File: src/rtl/pla_vector_sweeper.sv
// pla_vector_sweeper: sweeps all 2^N_IN vectors into a PLA netlist and accumulates onset/mismatch/MISR results (MISR under PLA_SWEEP_MISR_EN)
module pla_vector_sweeper #(
    parameter int          N_IN     = 10,
    parameter int          SIG_W    = 16,
    parameter logic [31:0] SIG_POLY = 32'h1021
) (
    input  logic              clk,
    input  logic              rst,
    input  logic              start,
    input  logic              stall,
    output logic [N_IN-1:0]   x,
    input  logic              y_in,
    input  logic              exp_in,
    output logic              busy,
    output logic              done,
    output logic [N_IN:0]     ones_cnt,
    output logic [N_IN:0]     mm_cnt,
    output logic [N_IN-1:0]   first_mm_addr,
    output logic              first_mm_vld,
    output logic [SIG_W-1:0]  signature
);
    // one flop per status output so busy/done come straight from state bits
    typedef enum logic [1:0] {IDLE = 2'b00, SWEEP = 2'b01, DONE = 2'b10} state_t;
    state_t state, nxt;
    logic go, smp, mm;
    assign go    = (state != SWEEP) && start;
    assign smp   = (state == SWEEP) && !stall;
    assign mm    = y_in ^ exp_in;
    assign busy  = state[0];
    assign done  = state[1];
    // state register
    always_ff @(posedge clk) begin
        if (rst) state <= IDLE;
        else     state <= nxt;
    end
    // next state: sweep ends on the sample of the all-ones vector
    always_comb begin
        nxt = state;
        if (state == SWEEP) nxt = (smp && x == {N_IN{1'b1}}) ? DONE : SWEEP;
        else if (start)     nxt = SWEEP;
    end
    // address counter and result accumulators
    always_ff @(posedge clk) begin
        if (rst || go) begin
            x             <= '0;
            ones_cnt      <= '0;
            mm_cnt        <= '0;
            first_mm_addr <= '0;
            first_mm_vld  <= 1'b0;
        end else if (smp) begin
            x        <= x + 1'b1;
            ones_cnt <= ones_cnt + (N_IN+1)'(y_in);
            mm_cnt   <= mm_cnt + (N_IN+1)'(mm);
            if (mm && !first_mm_vld) begin
                first_mm_addr <= x;
                first_mm_vld  <= 1'b1;
            end
        end
    end
`ifdef PLA_SWEEP_MISR_EN
    logic [SIG_W-1:0] sig;
    // serial-input MISR over the sampled netlist output
    always_ff @(posedge clk) begin
        if (rst || go) sig <= '0;
        else if (smp)  sig <= {sig[SIG_W-2:0], 1'b0} ^ (sig[SIG_W-1] ? SIG_POLY[SIG_W-1:0] : '0) ^ SIG_W'(y_in);
    end
    assign signature = sig;
`else
    logic unused_poly;
    assign unused_poly = ^SIG_POLY;
    assign signature   = '0;
`endif
endmodule

File: config.mk
export PLATFORM = sky130hd
export DESIGN_NAME = pla_vector_sweeper
export DESIGN_NICKNAME = d
export VERILOG_FILES = /design/src/rtl/pla_vector_sweeper.sv
export SDC_FILE = /design/constraint.sdc
export NUM_CORES = 1
export LEC_CHECK = 0
export CAP_MARGIN = 20
export CORE_MARGIN = 2
export CORE_UTILIZATION = 49
export CTS_BUF_LIST = sky130_fd_sc_hd__clkbuf_8
export DETAILED_ROUTE_END_ITERATION = 12
export HOLD_SLACK_MARGIN = 0.12
export MAX_ROUTING_LAYER = met4
export PLACE_DENSITY = 0.82
export SYNTH_ARGS = -nofsm -noshare
export SYNTH_HDL_FRONTEND = slang
export SYNTH_SLANG_ARGS = --single-unit
File: constraint.sdc
create_clock -name clk -period 2 [get_ports clk]
set_input_delay 0.2 -clock clk [delete_from_list [all_inputs] [get_ports clk]]
set_output_delay 0.2 -clock clk [all_outputs]
set_load 0.01 [all_outputs]
### Word level (Yosys, flattened, before mapping)

Index checks and enable logic that the tools add are counted.

| storage, ports and cells | value |
|---|---|
| output and inout port bits | 61 |
| input port bits | 6 |
| logic and storage cells | 25 |
| flip-flop bits (word level) | 45 |

| cells by class | value |
|---|---|
| reductions and logical operators | 9 |
| bitwise logic cells | 1 |
| equal/unequal tests | 3 |
| muxes and demuxes | 3 |
| add/sub/neg operators | 3 |

Operators with widths:

| cell | count |
|---|---|
| $add 11x1->11 | 2 |
| $add 10x1->10 const B | 1 |
| $eq 10x10->1 const B | 1 |
| $mux 2 | 3 |
| $logic_and 1x1->1 | 4 |
| $eq 2x1->1 const B | 1 |
| $logic_not 1->1 | 2 |
| $ne 2x1->1 const B | 1 |
| $reduce_and 2->1 | 1 |
| $reduce_bool 2->1 | 1 |
| $logic_or 1x1->1 | 1 |
| $xor 1x1->1 | 1 |

### Longest topological paths before layout

Gate-level depths: netlist of the first run.

| depth | value |
|---|---|
| depth after elaboration | 5 |
| depth in mapped cells | 8 |
| gate-level depth less buffers | 7 |

### Least setup slack after synthesis of the first run

Ideal clock, no wire load.

| path | value |
|---|---|
| kind | register to register |
| start point | register state[0] |
| end point | register x[5] |
| data arrival time | 1.640 ns |
| setup time | 0.070 ns |
| stages on the path, launching flop included | 6 |
| setup slack | 0.289 ns |
| path buffers | 2 |
| cell sequence | dfxtp_1 or3b_1 buf_6 buf_6 or4_1 a21oi_1 |

| on the way | value |
|---|---|
| cells in the longest elaborated chain, start to end | 3 |

Ends and longest elaborated chain:

| element | RTL line | text |
|---|---|---|
| from (decl) | 24 | `state_t state, nxt;` |
| from (signal assigned) | 34 | `else state <= nxt;` |
| $ne 2x1->1 | 26 | `assign go = (state != SWEEP) && start;` |
| $logic_and 1x1->1 | 26 |  |
| $logic_or 1x1->1 | 44 | `if (rst \|\| go) begin` |
| to (signal assigned) | 51 | `x <= x + 1'b1;` |
| to (decl) | 11 | `output logic [N_IN-1:0] x,` |

Several ways; a longest one is shown, not always the timed one.
A chain may end at the register's enable or synchronous reset.

### Final worst setup path of the first run

| path | value |
|---|---|
| start point | input stall |
| end point | register x[7] |

| on the way | value |
|---|---|
| cells in the longest elaborated chain, start to end | 2 |

Ends and longest elaborated chain:

| element | RTL line | text |
|---|---|---|
| from (decl) | 10 | `input logic stall,` |
| $logic_not 1->1 | 27 | `assign smp = (state == SWEEP) && !stall;` |
| $logic_and 1x1->1 | 27 |  |

Every way passes these cells.

==> results.json, run 1 <==
{
  "syn_area_per_cell_sq_um": 8.811,
  "clock_skew_ns": 0.006930,
  "path_depth": 5,
  "pwr_density_cell_nw_per_um2": 594.9,
  "drtIter0Drc": 90,
  "vias_per_cell": 5.736,
  "cts-buffers-inserted": 5,
  "final_area_sq_um": 3000,
  "cp.arrival_ns": 1.98,
  "yosys-top-cells-count": "dfxtp_1 (45), o211ai_1 (28), a21oi_1 (22)",
  "drv_slew": 0,
  "finalHoldViolations": 0,
  "finalSetupViolCount": 0,
  "worstReg2RegStart": "state[0]$_SDFFE_PP0P_",
  "htreeDepth": 2,
  "dp_hpwl_microns": 3824,
  "fillCellCount": 408,
  "grt_pass1_wl_microns": 8832,
  "synth.most_common_cell": "dfxtp_1",
  "worst-path-buf-inv": 2,
  "place_congestion": 0.7934,
  "grt_usage_pct": 21.75,
  "clkTransAtPathRegs_ns": 0.08,
  "tritoncts": "built",
  "path_delay_family": "simple AND/OR/NAND/NOR gates",
  "p_leak_nw": 1.013,
  "hold_class": "register to register",
  "wl_per_cell_microns": 14.29,
  "port_buffers": 50,
  "fin_util_pct": 64.81,
  "post_cts_buffers": 0,
  "ys_seq_area_share_pct": 38.88,
  "fin_crit_ns": 1.742,
  "core_area_sq_um": 4629,
  "rows": 25,
  "vdd_ir_drop_max_mv": 0.2906,
  "io_pins": 67,
  "rsz0062_at_grt": "false",
  "total_power_mw": 1.785,
  "r2r_slack_ns": 0.28,
  "drive_gt1_share_pct": 9.034,
  "cp_max_fo": 16,
  "hold_buffers": 0,
  "crit_end": "x[7]$_SDFFE_PP0P_",
  "synthesis.area_sq_um": 2317,
  "finalCritPeriodShare_pct": 87.11,
  "numClockSinks": 45,
  "first_global_vias": 2019,
  "max_stage_delay_ns": 0.52,
  "setup_ws_ns": 0.2578,
  "fin_nets": 331,
  "die_x_microns": 72.77,
  "dr.pass1.iters": 4,
  "reg2reg_depth": 4,
  "clockRootBuffer": "clkbuf_8",
  "end_kind": "register",
  "synth_seq_cells": 45,
  "yosysTopAreaCellShare_pct": 38.88,
  "via_count": 2151,
  "clockBufferDepth": 2,
  "fmax_mhz": 574.0,
  "ant_nets": 0,
  "yosysUniqueCellTypes": 33,
  "diodes": 0,
  "synth_flop_cell": "dfxtp_1",
  "maxCapViolCount": 0,
  "post-place-ws_ns": -0.03006,
  "cts-resized-gates": 0,
  "antenna_found_initial": 0,
  "start_util_pct": 50.05,
  "yosys.area.top_type": "dfxtp_1",
  "cp-start-kind": "input pin",
  "yosysWarnings": 0,
  "drc": 0,
  "startpoint": "stall",
  "critPathKind": "input pin to register",
  "insertion_delay_ns": 0.31,
  "status": "finished clean",
  "dieArea_sq_um": 5295,
  "syn_inst": 263,
  "area_growth_pct": 29.48,
  "finalSetupTns_ns": 0,
  "totalWireLength_microns": 5358,
  "die_h_microns": 72.77,
  "slowest_stage": "or4_1",
  "synth_async_sr_flop_share_pct": 0,
  "placed_area_sq_um": 2884,
  "crit_required_ns": 2.24,
  "crit_chain": "clkdlybuf4s50_1 -> or3b_1 -> buf_4 -> or4_1 -> a21oi_1",
  "worstReg2RegEnd": "x[7]$_SDFFE_PP0P_",
  "grt_start_max_net_pins": 25,
  "overflow": 0,
  "synth_area_leaders": "dfxtp_1 (39%), o211ai_1 (9.1%), mux2i_1 (7.3%)",
  "synth_edf_count": 0
}
cells in the final DEF (no fill, tap or decap), drive strengths merged, types with 2 or more instances in the layout:
cell type,synthesis,final
inv,12,13
or4,10,10
o21ai,8,8
or3,8,8
nand3,7,7
xnor2,4,4
nor2,6,6
nand4,4,4
nand4bb,2,2
o211ai,28,28
nor3,2,2
conb,1,16
buf,20,20
clkbuf,15,6
nor4,8,8
clkdlybuf4s50,0,50
dfxtp,45,45
mux2i,17,17
a211o,5,5
a21oi,22,22
nand2,18,18
ha,5,5
o31ai,10,10
worst min-delay path, stage by stage, from the launching register on:
cell	delay [ns]
dfxtp_1	0.34
nand2_1	0.06
a21oi_1	0.05
routing by layer:
layer  up-vias  routed length, microns  GRT usage [%]
met5         -                       0              -
met4         0                      95          8.230
met3         9                     258          5.663
met2        67                    2599          34.95
met1      1017                    2404          26.18
li1       1058                       -              -
stage by stage:
step	cells	hold slack, ns
2_1_floorplan	278	0.3994
3_3_place_gp	367	0.4726
3_5_place_dp	367	0.4780
4_1_cts	375	0.4903
5_1_grt	375	0.5159
6_report	375	0.4880
area by class of cell:
cell class	count	area [sq um]	area share (%)
multi-input cells	186	1220	40.66
flip-flops and latches	45	900.9	30.02
repair buffers	70	650.6	21.68
clock buffers	6	82.58	2.752
well taps	54	67.56	2.252
inverters	12	45.04	1.501
clock inverters	2	33.78	1.126
power breakdown:
group | switching, mW | internal, mW
Combinational | 0.102 | 0.0629
Sequential | 0.00332 | 0.900
Clock | 0.314 | 0.402
worst min-delay path by stage:
stage                              from  slack (ns)                  endpoint  cells after the start
5_1_grt        ones_cnt[0]$_SDFFE_PP0P_        0.52  ones_cnt[0]$_SDFFE_PP0P_                      2
6_report       ones_cnt[0]$_SDFFE_PP0P_        0.49  ones_cnt[0]$_SDFFE_PP0P_                      2
3_5_place_dp   ones_cnt[0]$_SDFFE_PP0P_        0.48  ones_cnt[0]$_SDFFE_PP0P_                      2
3_3_place_gp   ones_cnt[0]$_SDFFE_PP0P_        0.47  ones_cnt[0]$_SDFFE_PP0P_                      2
2_1_floorplan                     start        0.40   mm_cnt[10]$_SDFFE_PP0P_                      2
4_1_cts        ones_cnt[0]$_SDFFE_PP0P_        0.49  ones_cnt[0]$_SDFFE_PP0P_                      2
registers in the layout, summed over array words and instances, names as in the netlist:
register       count
state              2
first_mm_addr     10
mm_cnt            11
x                 10
first_mm_vld       1
ones_cnt          11
logic make-up (layout without fill, tap and decap cells):
family	Yosys count	after routing	synth area share [%]
AOI/OAI and AO/OA	75	75	21.54
adders and majority gates	5	5	2.700
other	1	16	0.1618
DFF	45	45	38.88
xor gates and xnor gates	4	4	1.512
muxes	17	17	7.343
buffers and inverters	47	90	10.91
and+or+nand+nor	69	69	16.95
Note: power is estimated with default switching activity, not from simulation.
==> run 2, diff against run 1 <==
--- a/config.mk
+++ b/config.mk
@@ -5,14 +5,13 @@
 export SDC_FILE = /design/constraint.sdc
 export NUM_CORES = 1
 export LEC_CHECK = 0
-export CAP_MARGIN = 20
 export CORE_MARGIN = 2
-export CORE_UTILIZATION = 49
+export CORE_UTILIZATION = 53
 export CTS_BUF_LIST = sky130_fd_sc_hd__clkbuf_8
 export DETAILED_ROUTE_END_ITERATION = 12
 export HOLD_SLACK_MARGIN = 0.12
 export MAX_ROUTING_LAYER = met4
-export PLACE_DENSITY = 0.82
+export PLACE_DENSITY = 0.88
 export SYNTH_ARGS = -nofsm -noshare
 export SYNTH_HDL_FRONTEND = slang
 export SYNTH_SLANG_ARGS = --single-unit
==> constraint.sdc (replaced) <==
create_clock -name clk -period 2.17 [get_ports clk]
set_input_delay 0.217 -clock clk [delete_from_list [all_inputs] [get_ports clk]]
set_output_delay 0.217 -clock clk [all_outputs]
set_load 0.01 [all_outputs]
==> results.json, run 2 (same netlist as run 1, synthesis figures left out) <==
{
  "grt_start_max_net_pins": 37,
  "cts-buffers-inserted": 5,
  "cts-resized-gates": 0,
  "drc": 0,
  "hold_class": "register to register",
  "core_area_sq_um": 4294,
  "hold_depth": 2,
  "worstReg2RegEnd": "first_mm_addr[9]$_SDFFE_PP0P_",
  "first_global_vias": 1887,
  "hold_end": "ones_cnt[0]$_SDFFE_PP0P_",
  "max_stage_delay_ns": 0.45,
  "crit_required_ns": 2.41,
  "power_switching_mw": 0.3645,
  "fmax_mhz": 566.6,
  "hp-start": "ones_cnt[0]$_SDFFE_PP0P_",
  "worstReg2RegStart": "state[1]$_SDFFE_PP0P_",
  "intPower_mw": 1.098,
  "reg2reg_depth": 4,
  "fin_nets": 324,
  "numClockSinks": 45,
  "reg_top3": "mm_cnt (11), ones_cnt (11)",
  "clock_skew_ns": 0.006455,
  "area_growth_pct": 26.08,
  "critPathKind": "input pin to register",
  "drive_gt1_share_pct": 6.369,
  "io_pins": 67,
  "path_delay_family": "buffers and inverters",
  "slowest_stage": "clkdlybuf4s50_1",
  "r2r_slack_ns": 0.50,
  "clockRootBuffer": "clkbuf_8",
  "die_h_microns": 70.12,
  "crit_top_cell": "ha_1",
  "tritoncts": "built",
  "seqPwrFrac_pct": 57.0,
  "final_common_cell": "clkdlybuf4s50_1",
  "finalHoldViolations": 0,
  "crit_chain": "clkdlybuf4s50_1 -> xnor2_1 -> inv_1 -> ha_1 -> ha_1 -> nand4bb_1 -> buf_4 -> or3_1 -> a21oi_1",
  "via_count": 2090,
  "die_x_microns": 70.12,
  "overflow": 0,
  "placed_area_sq_um": 2841,
  "port_buffers": 50,
  "path_depth": 9,
  "clockBufferDepth": 2,
  "finalCritPeriodShare_pct": 81.33,
  "grt_usage_pct": 22.82,
  "hold_buffers": 0,
  "insertion_delay_ns": 0.30,
  "fin_crit_ns": 1.765,
  "finalSetupViolCount": 0,
  "clkTransAtPathRegs_ns": 0.08,
  "most-common-layout-cells": "clkdlybuf4s50_1 (50), dfxtp_1 (45), o211ai_1 (28)",
  "vias_per_cell": 5.710,
  "dp_hpwl_microns": 3675,
  "drv_slew": 0,
  "finalSetupTns_ns": 0,
  "cp_max_fo": 6,
  "drtIter0Drc": 122,
  "pwr_density_cell_nw_per_um2": 500.7,
  "diodes": 0,
  "maxCapViolCount": 0,
  "clockPowerShare_pct": 33.1,
  "status": "finished clean",
  "rsz0062_at_grt": "false",
  "rows": 24,
  "ant_nets": 0,
  "cp-start-kind": "input pin",
  "start_util_pct": 53.96,
  "dr.pass1.iters": 4,
  "post_cts_buffers": 0,
  "final_area_sq_um": 2922,
  "p_leak_nw": 0.9751,
  "grt_pass1_wl_microns": 8845,
  "worst-path-buf-inv": 3,
  "vdd_ir_drop_max_mv": 0.3988,
  "totalWireLength_microns": 5217,
  "place_congestion": 0.7510,
  "htreeDepth": 2,
  "wl_per_cell_microns": 14.25,
  "cp.arrival_ns": 2.00,
  "end_kind": "register",
  "share_comb_of_total_power_pct": 10.0,
  "sw_frac_of_total_pct": 24.92,
  "dieArea_sq_um": 4917,
  "antenna_found_initial": 0,
  "fillCellCount": 360
}
[run 2: cell types whose count changed in the layout (fill, tap and decap cells not counted)]
cell	before	now
inv_1	13	15
bufinv_16	1	0
clkbuf_8	6	5
buf_12	0	1
buf_4	20	12
[run 2: stage by stage]
step / setup slack, ns / hold slack [ns] / instances / utilization, % / power [mW]
finish: 0.4051 / 0.4846 / 366 / 68.04 / 1.463
detailed placement: 0.1056 / 0.4714 / 358 / 66.17 / 0.9971
CTS: 0.4144 / 0.4819 / 366 / 68.04 / 1.475
floorplan: 0.4595 / 0.4164 / 278 / - / 0.9681
global route: 0.2793 / 0.5164 / 366 / 68.04 / 1.534
global placement: 0.1446 / 0.4691 / 358 / 66.17 / 0.9939
[run 2: per-layer routing]
layer	part of all wire [%]	vias to the layer above	GRT usage (%)	wire, microns
met3	4.7	7	4.762	244
met2	50	55	38.20	2596
met5	0	-	-	0
li1	-	1044	-	-
met1	45	984	28.23	2322
met4	1.0	0	5.769	54
[run 2: how the worst max path moves through the flow]
stage | start | endpoint | slack, ns
5_1_grt | y_in | ones_cnt[8]$_SDFFE_PP0P_ | 0.28
6_report | y_in | mm_cnt[6]$_SDFFE_PP0P_ | 0.41
3_3_place_gp | y_in | mm_cnt[4]$_SDFFE_PP0P_ | 0.14
3_5_place_dp | y_in | ones_cnt[8]$_SDFFE_PP0P_ | 0.11
4_1_cts | y_in | mm_cnt[6]$_SDFFE_PP0P_ | 0.41
2_1_floorplan | state[0]$_SDFFE_PP0P_ | x[5]$_SDFFE_PP0P_ | 0.46
[run 2: area by class of cell]
class	count	area, sq um	share of cell area [%]
Clock inverter	3	11.26	0.3854
Multi-Input combinational cell	186	1220	41.76
Timing Repair Buffer	63	610.6	20.90
Inverter	12	45.04	1.542
Clock buffer	5	68.82	2.355
Tap cell	52	65.06	2.227
Sequential cell	45	900.9	30.84
[run 2: worst register-to-register path: cells and delay by family (launching register included)]
| kind | cells | cell delay, ns |
|---|---|---|
| and+or+nand+nor | 2 | 0.88 |
| buffers and inverters | 1 | 0.19 |
| DFF | 1 | 0.31 |
| muxes | 1 | 0.17 |
[run 2: power groups by stage]
stage / sequential [mW] / combinational [mW] / clock [mW]
final: 0.834 / 0.146 / 0.484
after global routing: 0.834 / 0.158 / 0.541
after detailed placement: 0.853 / 0.144 / 0
after global placement: 0.853 / 0.141 / 0
after CTS: 0.834 / 0.145 / 0.497
after floorplan: 0.855 / 0.113 / 0
==> run 3, diff against run 2 <==
--- a/config.mk
+++ b/config.mk
@@ -6,12 +6,12 @@
 export NUM_CORES = 1
 export LEC_CHECK = 0
 export CORE_MARGIN = 2
-export CORE_UTILIZATION = 53
+export CORE_UTILIZATION = 49
 export CTS_BUF_LIST = sky130_fd_sc_hd__clkbuf_8
 export DETAILED_ROUTE_END_ITERATION = 12
 export HOLD_SLACK_MARGIN = 0.12
 export MAX_ROUTING_LAYER = met4
-export PLACE_DENSITY = 0.88
+export PLACE_DENSITY = 0.82
 export SYNTH_ARGS = -nofsm -noshare
 export SYNTH_HDL_FRONTEND = slang
 export SYNTH_SLANG_ARGS = --single-unit
==> constraint.sdc (replaced) <==
create_clock -name clk -period 1.8 [get_ports clk]
set_input_delay 0.18 -clock clk [delete_from_list [all_inputs] [get_ports clk]]
set_output_delay 0.18 -clock clk [all_outputs]
set_load 0.01 [all_outputs]
==> results.json, run 3 (same netlist as run 1, synthesis figures left out) <==
{
  "crit_required_ns": 2.03,
  "dr.pass1.iters": 4,
  "fmax_mhz": 582.5,
  "reg2reg_depth": 4,
  "fin_crit_ns": 1.717,
  "cts-buffers-inserted": 5,
  "final_common_cell": "clkdlybuf4s50_1",
  "htreeDepth": 2,
  "grt_start_max_net_pins": 30,
  "grt_pass1_wl_microns": 8914,
  "cp.arrival_ns": 1.95,
  "rsz0062_at_grt": "false",
  "grt_usage_pct": 22.22,
  "tritoncts": "built",
  "drtIter0Drc": 131,
  "first_global_vias": 1903,
  "worstReg2RegEnd": "x[6]$_SDFFE_PP0P_",
  "start_util_pct": 50.05,
  "die_h_microns": 72.77,
  "place_congestion": 0.8163,
  "hold_end": "mm_cnt[0]$_SDFFE_PP0P_",
  "totalWireLength_microns": 5558,
  "ant_nets": 0,
  "clockPowerShare_pct": 40.1,
  "finalHoldViolations": 0,
  "via_count": 2164,
  "critPathKind": "input pin to register",
  "finalSetupTns_ns": 0,
  "cp_max_fo": 10,
  "port_buffers": 50,
  "finalSetupViolCount": 0,
  "finalCritPeriodShare_pct": 95.37,
  "numPlacedInstances": 368,
  "cp-start-kind": "input pin",
  "fin_nets": 332,
  "insertion_delay_ns": 0.30,
  "power_switching_mw": 0.4715,
  "r2r_slack_ns": 0.13,
  "vdd_ir_drop_max_mv": 0.3476,
  "vias_per_cell": 5.755,
  "post_cts_buffers": 0,
  "diodes": 0,
  "intPower_mw": 1.520,
  "most-common-layout-cells": "clkdlybuf4s50_1 (50), dfxtp_1 (45), o211ai_1 (28)",
  "overflow": 0,
  "maxCapViolCount": 0,
  "share_comb_of_total_power_pct": 9.5,
  "status": "finished clean",
  "seqPwrFrac_pct": 50.4,
  "final_cell_count_no_fill": 376,
  "drv_slew": 0,
  "sw_frac_of_total_pct": 23.67,
  "end_kind": "register",
  "rows": 25,
  "io_pins": 67,
  "hold_depth": 2,
  "antenna_found_initial": 0,
  "worstReg2RegStart": "state[1]$_SDFFE_PP0P_",
  "numClockSinks": 45,
  "hp-start": "mm_cnt[0]$_SDFFE_PP0P_",
  "core_area_sq_um": 4629,
  "reg_top3": "mm_cnt (11), ones_cnt (11)",
  "clkTransAtPathRegs_ns": 0.08,
  "area_growth_pct": 30.35,
  "wl_per_cell_microns": 14.78,
  "hold_class": "register to register",
  "drive_gt1_share_pct": 9.317,
  "drc": 0,
  "clockRootBuffer": "clkbuf_8",
  "cts-resized-gates": 0,
  "hold_buffers": 0,
  "clock_skew_ns": 0.005942,
  "clockBufferDepth": 2,
  "die_x_microns": 72.77,
  "p_leak_nw": 1.022,
  "pwr_density_cell_nw_per_um2": 659.4,
  "dp_hpwl_microns": 3893,
  "dieArea_sq_um": 5295
}
run 3: cell count changes in the layout (fill, tap and decap cells not counted):
cell       delta
clkbuf_8      +1
inv_1         -2
buf_4         +8
bufinv_16     +1
run 3: critical path, cell delays in order:
cell and delay [ns]:
clkdlybuf4s50_1 0.48, or3b_1 0.41, buf_4 0.19, or4_1 0.52, a21oi_1 0.17
run 3: worst max-delay path by stage:
| stage | from | end | slack (ns) |
|---|---|---|---|
| after CTS | y_in | mm_cnt[4]$_SDFFE_PP0P_ | 0.09 |
| after detailed placement | y_in | mm_cnt[4]$_SDFFE_PP0P_ | -0.22 |
| final | stall | x[6]$_SDFFE_PP0P_ | 0.08 |
| after global placement | y_in | ones_cnt[8]$_SDFFE_PP0P_ | -0.14 |
| after global routing | ones_cnt[0]$_SDFFE_PP0P_ | ones_cnt[8]$_SDFFE_PP0P_ | 0.009 |
| after floorplan | state[0]$_SDFFE_PP0P_ | x[5]$_SDFFE_PP0P_ | 0.09 |
run 3: layout make-up:
class | instances | area [sq um]
inverters | 12 | 45.04
flip-flops and latches | 45 | 900.9
clock buffers | 6 | 82.58
repair buffers | 71 | 670.6
well taps | 54 | 67.56
multi-input cells | 186 | 1220
fillers | 403 | 1609
clock inverters | 2 | 33.78
run 3: stage by stage:
stage,util [%],hold slack (ns),power [mW],instance area [sq um],worst slack [ns]
after floorplan,-,0.3794,1.167,2374,0.08945
after global placement,62.73,0.4659,1.210,2904,-0.1447
after detailed placement,62.73,0.4712,1.213,2904,-0.2176
after CTS,65.24,0.4827,1.996,3020,0.08537
after global routing,65.24,0.5018,2.061,3020,0.008887
final,65.24,0.4828,1.992,3020,0.08339
run 3: per-layer routing:
metal | GRT usage (%) | wire [microns]
met1 | 27.81 | 2507
met5 | - | 0
met2 | 36.46 | 2739
met4 | 5.556 | 57
met3 | 4.972 | 254
run 3: power by group through the flow:
stage | clock, mW | combinational (mW) | sequential, mW
after detailed placement | 0 | 0.186 | 1.03
after global placement | 0 | 0.183 | 1.03
after CTS | 0.806 | 0.187 | 1.00
final | 0.799 | 0.190 | 1.00
after global routing | 0.852 | 0.206 | 1.00
after floorplan | 0 | 0.136 | 1.03
